### src/rtl/axis_nn_pkg.sv
// Shared definitions for the AXI-Stream neuron stage: default widths, FSM states
// and the signed result bounds at the default data width.
package axis_nn_pkg;

  localparam int unsigned DefDataWidth = 32;
  localparam int unsigned DefFracBits  = 16;
  localparam int unsigned DefAddrWidth = 4;
  localparam int unsigned DefAccWidth  = 48;

  typedef enum logic [0:0] {
    StAccum,
    StOutput
  } state_e;

  localparam logic signed [DefDataWidth-1:0] DataMax = {1'b0, {(DefDataWidth-1){1'b1}}};
  localparam logic signed [DefDataWidth-1:0] DataMin = {1'b1, {(DefDataWidth-1){1'b0}}};

endpackage

### src/rtl/nn_weight_regfile.sv
// Weight and bias storage: one write port, asynchronous reads of the current
// weight and the bias. Contents are deliberately not reset.
module nn_weight_regfile
  import axis_nn_pkg::*;
#(
  parameter int unsigned DATA_WIDTH = DefDataWidth,
  parameter int unsigned ADDR_WIDTH = DefAddrWidth
) (
  input  logic                  i_clk,
  input  logic                  i_we,
  input  logic [ADDR_WIDTH:0]   i_waddr,
  input  logic [DATA_WIDTH-1:0] i_wdata,
  input  logic [ADDR_WIDTH-1:0] i_raddr,
  output logic [DATA_WIDTH-1:0] o_weight,
  output logic [DATA_WIDTH-1:0] o_bias
);

  localparam int unsigned MaxLen = 2 ** ADDR_WIDTH;

  logic [DATA_WIDTH-1:0] r_weight [MaxLen];
  logic [DATA_WIDTH-1:0] r_bias;

  // Address MSB selects the bias register.
  always_ff @(posedge i_clk) begin
    if (i_we) begin
      if (i_waddr[ADDR_WIDTH]) begin
        r_bias <= i_wdata;
      end else begin
        r_weight[i_waddr[ADDR_WIDTH-1:0]] <= i_wdata;
      end
    end
  end

  assign o_weight = r_weight[i_raddr];
  assign o_bias   = r_bias;

endmodule

### src/rtl/axis_neuron_mac.sv
// AXI-Stream neuron: weighted sum of one tlast-delimited packet plus bias,
// saturated and rectified, emitted as a single-beat result packet.
module axis_neuron_mac
  import axis_nn_pkg::*;
#(
  parameter int unsigned DATA_WIDTH = DefDataWidth,
  parameter int unsigned FRAC_BITS  = DefFracBits,
  parameter int unsigned ADDR_WIDTH = DefAddrWidth,
  parameter int unsigned ACC_WIDTH  = DefAccWidth
) (
  input  logic                    aclk,
  input  logic                    areset,
  input  logic [DATA_WIDTH-1:0]   s_axis_tdata,
  input  logic [DATA_WIDTH/8-1:0] s_axis_tstrb,
  input  logic                    s_axis_tvalid,
  output logic                    s_axis_tready,
  input  logic                    s_axis_tlast,
  output logic [DATA_WIDTH-1:0]   m_axis_tdata,
  output logic [DATA_WIDTH/8-1:0] m_axis_tstrb,
  output logic                    m_axis_tvalid,
  input  logic                    m_axis_tready,
  output logic                    m_axis_tlast,
  input  logic                    w_we,
  input  logic [ADDR_WIDTH:0]     w_addr,
  input  logic [DATA_WIDTH-1:0]   w_data,
  output logic                    len_err
);

  localparam logic signed [DATA_WIDTH-1:0] SatMax = {1'b0, {(DATA_WIDTH-1){1'b1}}};

  state_e                        r_state;
  logic signed [ACC_WIDTH-1:0]   r_acc;
  logic        [ADDR_WIDTH:0]    r_idx;
  logic                          r_valid;
  logic        [DATA_WIDTH-1:0]  r_tdata;
  logic                          r_len_err;

  logic signed [DATA_WIDTH-1:0]   w_weight;
  logic signed [DATA_WIDTH-1:0]   w_bias;
  logic                           w_beat;
  logic                           w_ovf;
  logic signed [2*DATA_WIDTH-1:0] w_prod_full;
  logic signed [2*DATA_WIDTH-1:0] w_prod_sh;
  logic signed [ACC_WIDTH-1:0]    w_prod;
  logic signed [ACC_WIDTH-1:0]    w_acc_next;
  logic signed [ACC_WIDTH:0]      w_sum;
  logic        [DATA_WIDTH-1:0]   w_result;
  logic                           w_unused_tstrb;

  nn_weight_regfile #(
    .DATA_WIDTH(DATA_WIDTH),
    .ADDR_WIDTH(ADDR_WIDTH)
  ) u_regfile (
    .i_clk   (aclk),
    .i_we    (w_we),
    .i_waddr (w_addr),
    .i_wdata (w_data),
    .i_raddr (r_idx[ADDR_WIDTH-1:0]),
    .o_weight(w_weight),
    .o_bias  (w_bias)
  );

  assign w_unused_tstrb = ^s_axis_tstrb;
  assign s_axis_tready  = (r_state == StAccum) & ~areset;
  assign w_beat         = s_axis_tvalid & s_axis_tready;
  // r_idx saturates at MAX_LEN; its MSB marks beats beyond the weight table.
  assign w_ovf          = r_idx[ADDR_WIDTH];

  always_comb begin
    w_prod_full = $signed(s_axis_tdata) * w_weight;
    w_prod_sh   = w_prod_full >>> FRAC_BITS;
    w_prod      = w_ovf ? '0 : ACC_WIDTH'(w_prod_sh);
    w_acc_next  = r_acc + w_prod;
    w_sum       = (ACC_WIDTH+1)'(w_acc_next) + (ACC_WIDTH+1)'(w_bias);
    if (w_sum[ACC_WIDTH]) begin
      w_result = '0;
    end else if (w_sum > (ACC_WIDTH+1)'(SatMax)) begin
      w_result = SatMax;
    end else begin
      w_result = w_sum[DATA_WIDTH-1:0];
    end
  end

  always_ff @(posedge aclk) begin
    if (areset) begin
      r_state   <= StAccum;
      r_acc     <= '0;
      r_idx     <= '0;
      r_valid   <= 1'b0;
      r_tdata   <= '0;
      r_len_err <= 1'b0;
    end else begin
      unique case (r_state)
        StAccum: begin
          if (w_beat) begin
            if (w_ovf) begin
              r_len_err <= 1'b1;
            end
            if (s_axis_tlast) begin
              r_tdata <= w_result;
              r_valid <= 1'b1;
              r_state <= StOutput;
            end else begin
              r_acc <= w_acc_next;
              if (!w_ovf) begin
                r_idx <= r_idx + (ADDR_WIDTH+1)'(1);
              end
            end
          end
        end
        StOutput: begin
          if (m_axis_tready) begin
            r_valid <= 1'b0;
            r_acc   <= '0;
            r_idx   <= '0;
            r_state <= StAccum;
          end
        end
        default: r_state <= StAccum;
      endcase
    end
  end

  assign m_axis_tdata  = r_tdata;
  assign m_axis_tvalid = r_valid;
  assign m_axis_tlast  = r_valid;
  assign m_axis_tstrb  = '1;
  assign len_err       = r_len_err;

endmodule

### config.mk
export PLATFORM = sky130hd
export DESIGN_NAME = axis_neuron_mac
export DESIGN_NICKNAME = d
export VERILOG_FILES = /design/src/rtl/axis_nn_pkg.sv /design/src/rtl/nn_weight_regfile.sv /design/src/rtl/axis_neuron_mac.sv
export SDC_FILE = /design/constraint.sdc
export NUM_CORES = 2
export LEC_CHECK = 0
export ABC_AREA = 1
export ABC_CLOCK_PERIOD_IN_PS = 21400
export BUFFER_PORTS_ARGS = -buffer_cell sky130_fd_sc_hd__buf_2
export CAP_MARGIN = 0
export CELL_PAD_IN_SITES_DETAIL_PLACEMENT = 1
export CELL_PAD_IN_SITES_GLOBAL_PLACEMENT = 1
export CORE_UTILIZATION = 41
export CTS_BUF_LIST = sky130_fd_sc_hd__clkbuf_4
export DETAILED_ROUTE_END_ITERATION = 10
export PLACE_DENSITY_LB_ADDON = 0.1
export SYNTH_ARGS = -nofsm -noshare
export SYNTH_HDL_FRONTEND = slang
export SYNTH_SLANG_ARGS = --single-unit
export TNS_END_PERCENT = 1
### constraint.sdc
create_clock -name aclk -period 21.4 [get_ports aclk]
set_clock_uncertainty 0.15 [all_clocks]
set_input_delay 4.28 -clock aclk [delete_from_list [all_inputs] [get_ports aclk]]
set_output_delay 4.28 -clock aclk [all_outputs]
set_load 0.01 [all_outputs]
### After elaboration in Yosys (flattened, before gate mapping)

Memory sizes are Yosys's and may differ from the RTL's. A register that Yosys moved wholly into a read port is not among the register bits.
Cells that the tools add are included.

* muxes and demuxes: 25
* reduce and logical (&&, ||, !) cells: 6
* order comparisons: 1
* equality and inequality tests: 5
* bitwise operators: 4
* add/sub/neg operators: 3
* $mul: 1

Operator list (number)
* two-way mux 48 bit: 4
* case mux 48 bit (2 select lines): 1
* multiplier 32 x 32 -> 64 bit: 1
* two-way mux 32 bit: 2
* adder 48 x 32 -> 49 bit: 1
* greater-than comparator 49 x 32 -> 1 bit (second input constant): 1
* adder 48 bit: 1
* two-way mux 5 bit: 4
* AND reduction 3 bit: 4
* inequality test 2 bit (second input constant): 5
* case mux 5 bit (2 select lines): 1
* two-way mux 1 bit: 9
* two-way mux 4 bit: 2
* adder 5 x 1 -> 5 bit (second input constant): 1
* case mux 1 bit (2 select lines): 2
* AND reduction 4 bit: 1
* AND 1 bit: 2
* inverter 1 bit: 2
* AND reduction 2 bit: 1

* register bits: 120
* word-level logic and storage cells: 54
* input bits: 79
* memory bits (writable): 512
* memories: 1
* output and inout bits: 40

Memories
* u_regfile.r_weight: depth 16, width 32, read ports 1, clocked after memory_dff 1, wr ports 1, line nn_weight_regfile.sv:20 `logic [DATA_WIDTH-1:0] r_weight [MaxLen];`

### Logic depth before layout (Yosys ltp)

* depth after elaboration: 7
* depth in mapped cells: 73
* depth with buffers taken out: 69

### Hierarchy

From an unflattened synthesis, not the netlist that was laid out.

* cells, all modules: 8551
* area, all modules: 70878.0 um2

By module, submodules not included
* axis_neuron_mac: cells an instance 6427, seq. area each 1761.7 um2, times used 1, area each 47815.9 um2
* nn_weight_regfile: cells an instance 2124, seq. area each 16335.7 um2, times used 1, area each 23062.1 um2

### Worst setup path after synthesis

OpenSTA, ideal clock, no wires.

* kind: input to register
* from: input s_axis_tdata[19]
* to: register r_tdata[3] (netlist: m_axis_tdata[3])
* setup time: 132 ps
* buffers on the path: 3
* required time: 21118 ps
* stages on the path: 51
* arrival: 14129 ps
* path slack: 6989 ps
* cell sequence: clkbuf_1 > clkinv_1 > clkbuf_1 > nor2_1 > fa_1 > fa_1 > inv_1 > fa_1 > fa_1 > inv_1 > fa_1 > fa_1 > fa_1 > fa_1 > ha_1 > a21oi_1 > o21ai_0 > o21bai_1 > (+15 left out) > xnor2_1 > inv_1 > ha_1 > nand2_1 > inv_1 > a21oi_1 > nor3_1 > nor4_1 > nand4_1 > a21oi_1 > nand2_1 > nor2_1 > nand3_2 > nand2_2 > buf_6 > nand2_1 > nand2_1 > a21oi_1

* word-level cells in the longest chain between the ends: 7

RTL lines
* from (decl): line axis_neuron_mac.sv:13 `input logic [DATA_WIDTH-1:0] s_axis_tdata,`
* multiplier 32 x 32 -> 64 bit *: line axis_neuron_mac.sv:70 `w_prod_full = $signed(s_axis_tdata) * w_weight;`
* two-way mux 48 bit *: line axis_neuron_mac.sv:72 `w_prod = w_ovf ? '0 : ACC_WIDTH'(w_prod_sh);`
* adder 48 bit *: line axis_neuron_mac.sv:73 `w_acc_next = r_acc + w_prod;`
* adder 48 x 32 -> 49 bit *: line axis_neuron_mac.sv:74 `w_sum = (ACC_WIDTH+1)'(w_acc_next) + (ACC_WIDTH+1)'(w_bias);`
* greater-than comparator 49 x 32 -> 1 bit: line axis_neuron_mac.sv:77 `end else if (w_sum > (ACC_WIDTH+1)'(SatMax)) begin`
* two-way mux 32 bit: line axis_neuron_mac.sv:77
* two-way mux 32 bit *: line axis_neuron_mac.sv:75 `if (w_sum[ACC_WIDTH]) begin`
* to (signal assigned): line axis_neuron_mac.sv:100 `r_tdata <= w_result;`
* to (decl): line axis_neuron_mac.sv:35 `logic [DATA_WIDTH-1:0] r_tdata;`

Mark *: on every way between the ends. The rest lies on a longest branch, timed or not.
A chain may end at the register's enable or synchronous reset.

### Worst setup path in the final report

* from: input s_axis_tdata[13]
* to: register r_tdata[23] (netlist: m_axis_tdata[23])

Same word-level chain as after synthesis.

==> results <==
- The slowest cell on the critical path is clkinv_1.
- The category of the most critical setup path is in2reg.
- The hold-fix buffer count after cts is 0.
- The max-slew headroom at the worst pin is 24.8%.
- After detailed routing, the number of remaining DRC violations is 0.
- After clock tree synthesis, the setup repair step added 0 buffers.
- CTS built an H-tree with a depth of 4.
- Counting both buffers and inverters, the worst setup path holds a total of 10.
- In this run, synthesis produced a sequential element count of 636.
- Along the worst hold path, the cell count comes to 2.
- The global-route wire length before repair is 349 mm.
- The die covers 162000 µm².
- The depth of the worst register-to-register path is 56.
- During synthesis, Yosys emitted a total of 0 warnings.
- The register area is 18200 µm².
- The via count of the first global-routing pass was 55700.
- The total via count in the routed design is 50300.
- Setup repair after global routing left no endpoint under its margin.
- The synthesized instance count is 7082.
- The count of buffers added on input and output ports is 110.
- Counting tap cells, the placed design contains a total of 9043 instances.
- The die is 402 µm wide.
- The setup-violating endpoint count in the final report is 0.
- The flow ran to the end, and the final reports show no timing, DRC or antenna violations.
- The kind of cell with the highest combined delay along the critical path is adder cells.
- The count of unique library cells instantiated by Yosys is 62.
- After clock tree synthesis, the clock-pin slew on the worst setup and hold paths is 0.06 ns.
- The post-detailed-route wirelength per cell is 24.6 µm.
- The count of cell instances traversed by the critical path is 53.
- The slew of the pin with the lowest slew margin is 1.13 ns.
- Fill cells in the final layout number 18300.
- The number of antenna violations at the first check in global routing is 15.
- After detailed routing, the total wire length is 229 mm.
- The final worst hold slack is 0.304 ns.
- The post-CTS resize count is 0.
- Based on the critical path, the design can be clocked at up to 0.0581 GHz.
- After synthesis, flip-flops and latches occupy 27.7% of the total area.
- The post-detailed-route count of antenna-violating nets is 0.
- The final worst-path cycle share is 80.5%.
- Along the worst path, the maximum fanout reaches 31.
- STA puts the critical path data arrival time at 17.94 ns.
- Counting stages on the worst path, the most repeated cell is nand2_1.
- From synthesis to final layout, the design area changed by 7.04%.
- The total overflow left after global routing is 0.
- The final number of hold-violating endpoints is 0.
- The clock tree from TritonCTS is done.
- Entering global routing, the biggest net connects 193 pins.
- The number of clock sinks seen by CTS is 636.
- The clock period minus worst slack is 17.23 ns.
- The final count of pins violating max slew is 0.
- Clock latency on the worst-skew pair, taken at its later pin, is 1.05 ns.
- The total clock buffers created by CTS is 147.
- The number of flops mapped to enable cells by yosys is 544.
- Among all flip-flop cells after synthesis, the most frequent one is edfxtp_1.
- The kind of launch point of the worst setup path is a primary input.
- Across every metal layer, demand over resource in global routing totals 29.0%.
- The floorplan step defined a core boundary enclosing 159000 µm².
- Across all register-to-register paths, the minimum setup slack is 5.39 ns.
- The mean cell area of the mapped netlist is 9.26 µm².
- The endpoint kind of the worst setup timing path is a flip-flop.
- Of the cells placed in the final design, the portion with a size suffix greater than 1 is 6.80%.
- The floorplan has 146 rows.
- The final net count is 8559.
- The maximum clock path buffer count is 3.
- Measured on the finished design, the core utilization comes to 44.3%.
- The initial core utilization is 41.4%.
- The number of search-and-repair iterations in the first detailed-routing pass is 5.
- In the routed layout, each cell is associated on average with a via count of 5.40.
- At the worst endpoint, the required time is 22.12 ns.
- The floorplan step set the die height to 402 µm.
- Max-cap violations in this run came to 0.
- After synthesis the cells add up to 65600 µm².
- The final weighted congestion in routability-driven placement is 0.898.
- Leaving out filler cells and counting taps, the final layout contains 9308.
- The async set-reset flop share out of synthesis is 0%.
- Summed over all failing endpoints, the final setup total negative slack is 0 ns.
- The library cell used as clock root buffer is clkbuf_4.
- The min-delay analysis places its worst path in the category reg2reg.
- After the first detailed-routing iteration, the DRC count stood at 3147.
- For this run, the slowest stage of the critical path takes 0.91 ns.
- Detailed placement ended at an HPWL of 174 mm.
- The count of pins on the block boundary is 119.
- Summing all multi-input logic gate instances after layout gives 41500 µm².
-- kinds of logic (layout without fill, tap and decap cells) --
family | Yosys count | after routing | synth area share (%)
compound gates | 996 | 996 | 8.91
other cells | 1 | 7 | 0.00572
simple gates | 2375 | 2375 | 14.2
xor+xnor | 115 | 115 | 1.54
flops | 636 | 636 | 27.7
buf+inv | 1599 | 1747 | 9.34
fa+ha+maj | 1360 | 1360 | 38.3
-- Yosys cell counts (all sizes together), types with 14 or more instances --
library cell / instances / area, µm²
nand4: 18 / 113
fa: 1083 / 21700
nor3: 21 / 105
nor2: 1011 / 3800
dfxtp: 92 / 1840
o21ai: 385 / 1950
o22ai: 31 / 194
o21a: 23 / 173
nand2: 1162 / 4390
o21bai: 21 / 180
o221ai: 91 / 797
edfxtp: 544 / 16300
xnor2: 44 / 385
clkbuf: 235 / 882
nand3: 136 / 701
nor4: 14 / 100
xor2: 71 / 622
inv: 1270 / 4770
o211ai: 37 / 283
clkinv: 21 / 78.8
buf: 73 / 395
a31oi: 39 / 244
a21oi: 325 / 1650
ha: 277 / 3470
-- state kept, by name (all words and copies together), names as in the netlist, named ones only --
name / count
m_axis_tdata: 32
r_state: 1
u_regfile.r_weight: 512
r_idx: 5
len_err: 1
m_axis_tlast: 1
u_regfile.o_bias: 32
r_acc: 48
-- per-stage QoR --
| step | cell area, µm² | setup WS (ns) |
|---|---|---|
| 2_1_floorplan | 65600 | 6.99 |
| 3_3_place_gp | 68300 | 3.32 |
| 3_5_place_dp | 68300 | 3.27 |
| 4_1_cts | 70200 | 4.36 |
| 5_1_grt | 70200 | 3.36 |
| 6_report | 70200 | 4.17 |
-- per-layer routing --
metal | routed length (µm) | part of all wire [%] | vias to the layer above | track usage [%]
met5 | 100 | 0.044 | - | 0
met2 | 110000 | 48 | 1288 | 48.6
li1 | - | - | 22300 | -
met3 | 11100 | 4.9 | 301 | 3.47
met4 | 7310 | 3.2 | 16 | 9.20
met1 | 100000 | 44 | 26300 | 39.2
-- placed cells by master (no fill, tap or decap), types with 39 or more instances in the layout --
cell      instances
a21oi_1         319
a31oi_1          39
buf_2           110
buf_4            82
clkbuf_4        203
clkinv_1         52
dfxtp_1          88
edfxtp_1        544
fa_1           1083
ha_1            277
inv_1          1265
nand2_1        1152
nand3_1         132
nor2_1          992
o21ai_0         360
o221ai_1         91
xnor2_1          44
xor2_1           71
-- path summary, 6_finish.rpt --
kind                                                    start                             to
worst max-delay path                         s_axis_tdata[13]  m_axis_tdata[23]$_SDFFE_PP0P_
worst min-delay path            m_axis_tdata[31]$_SDFFE_PP0P_  m_axis_tdata[31]$_SDFFE_PP0P_
worst max register to register                      flip-flop  m_axis_tdata[23]$_SDFFE_PP0P_
worst min register to register  m_axis_tdata[31]$_SDFFE_PP0P_  m_axis_tdata[31]$_SDFFE_PP0P_
-- area by class of cell --
| cell class | instances | share of cell area [%] |
|---|---|---|
| Multi-Input combinational cell | 4850 | 59.0 |
| Sequential cell | 636 | 25.9 |
| Inverter | 1291 | 6.91 |
| Tap cell | 2072 | 3.69 |
| Clock buffer | 203 | 2.17 |
| Timing Repair Buffer | 194 | 1.72 |
| Clock inverter | 59 | 0.575 |
| Antenna cell | 3 | 0.0107 |
-- tightest hold or removal path, delay by kind of cell (launching register included) --
family	cells	cell delay [ns]
flip-flops	1	0.31
AND/OR/NAND/NOR	2	0.09
Power is not shown: default switching activity piles up to over one toggle a cycle in this logic, so the estimate is an artifact.
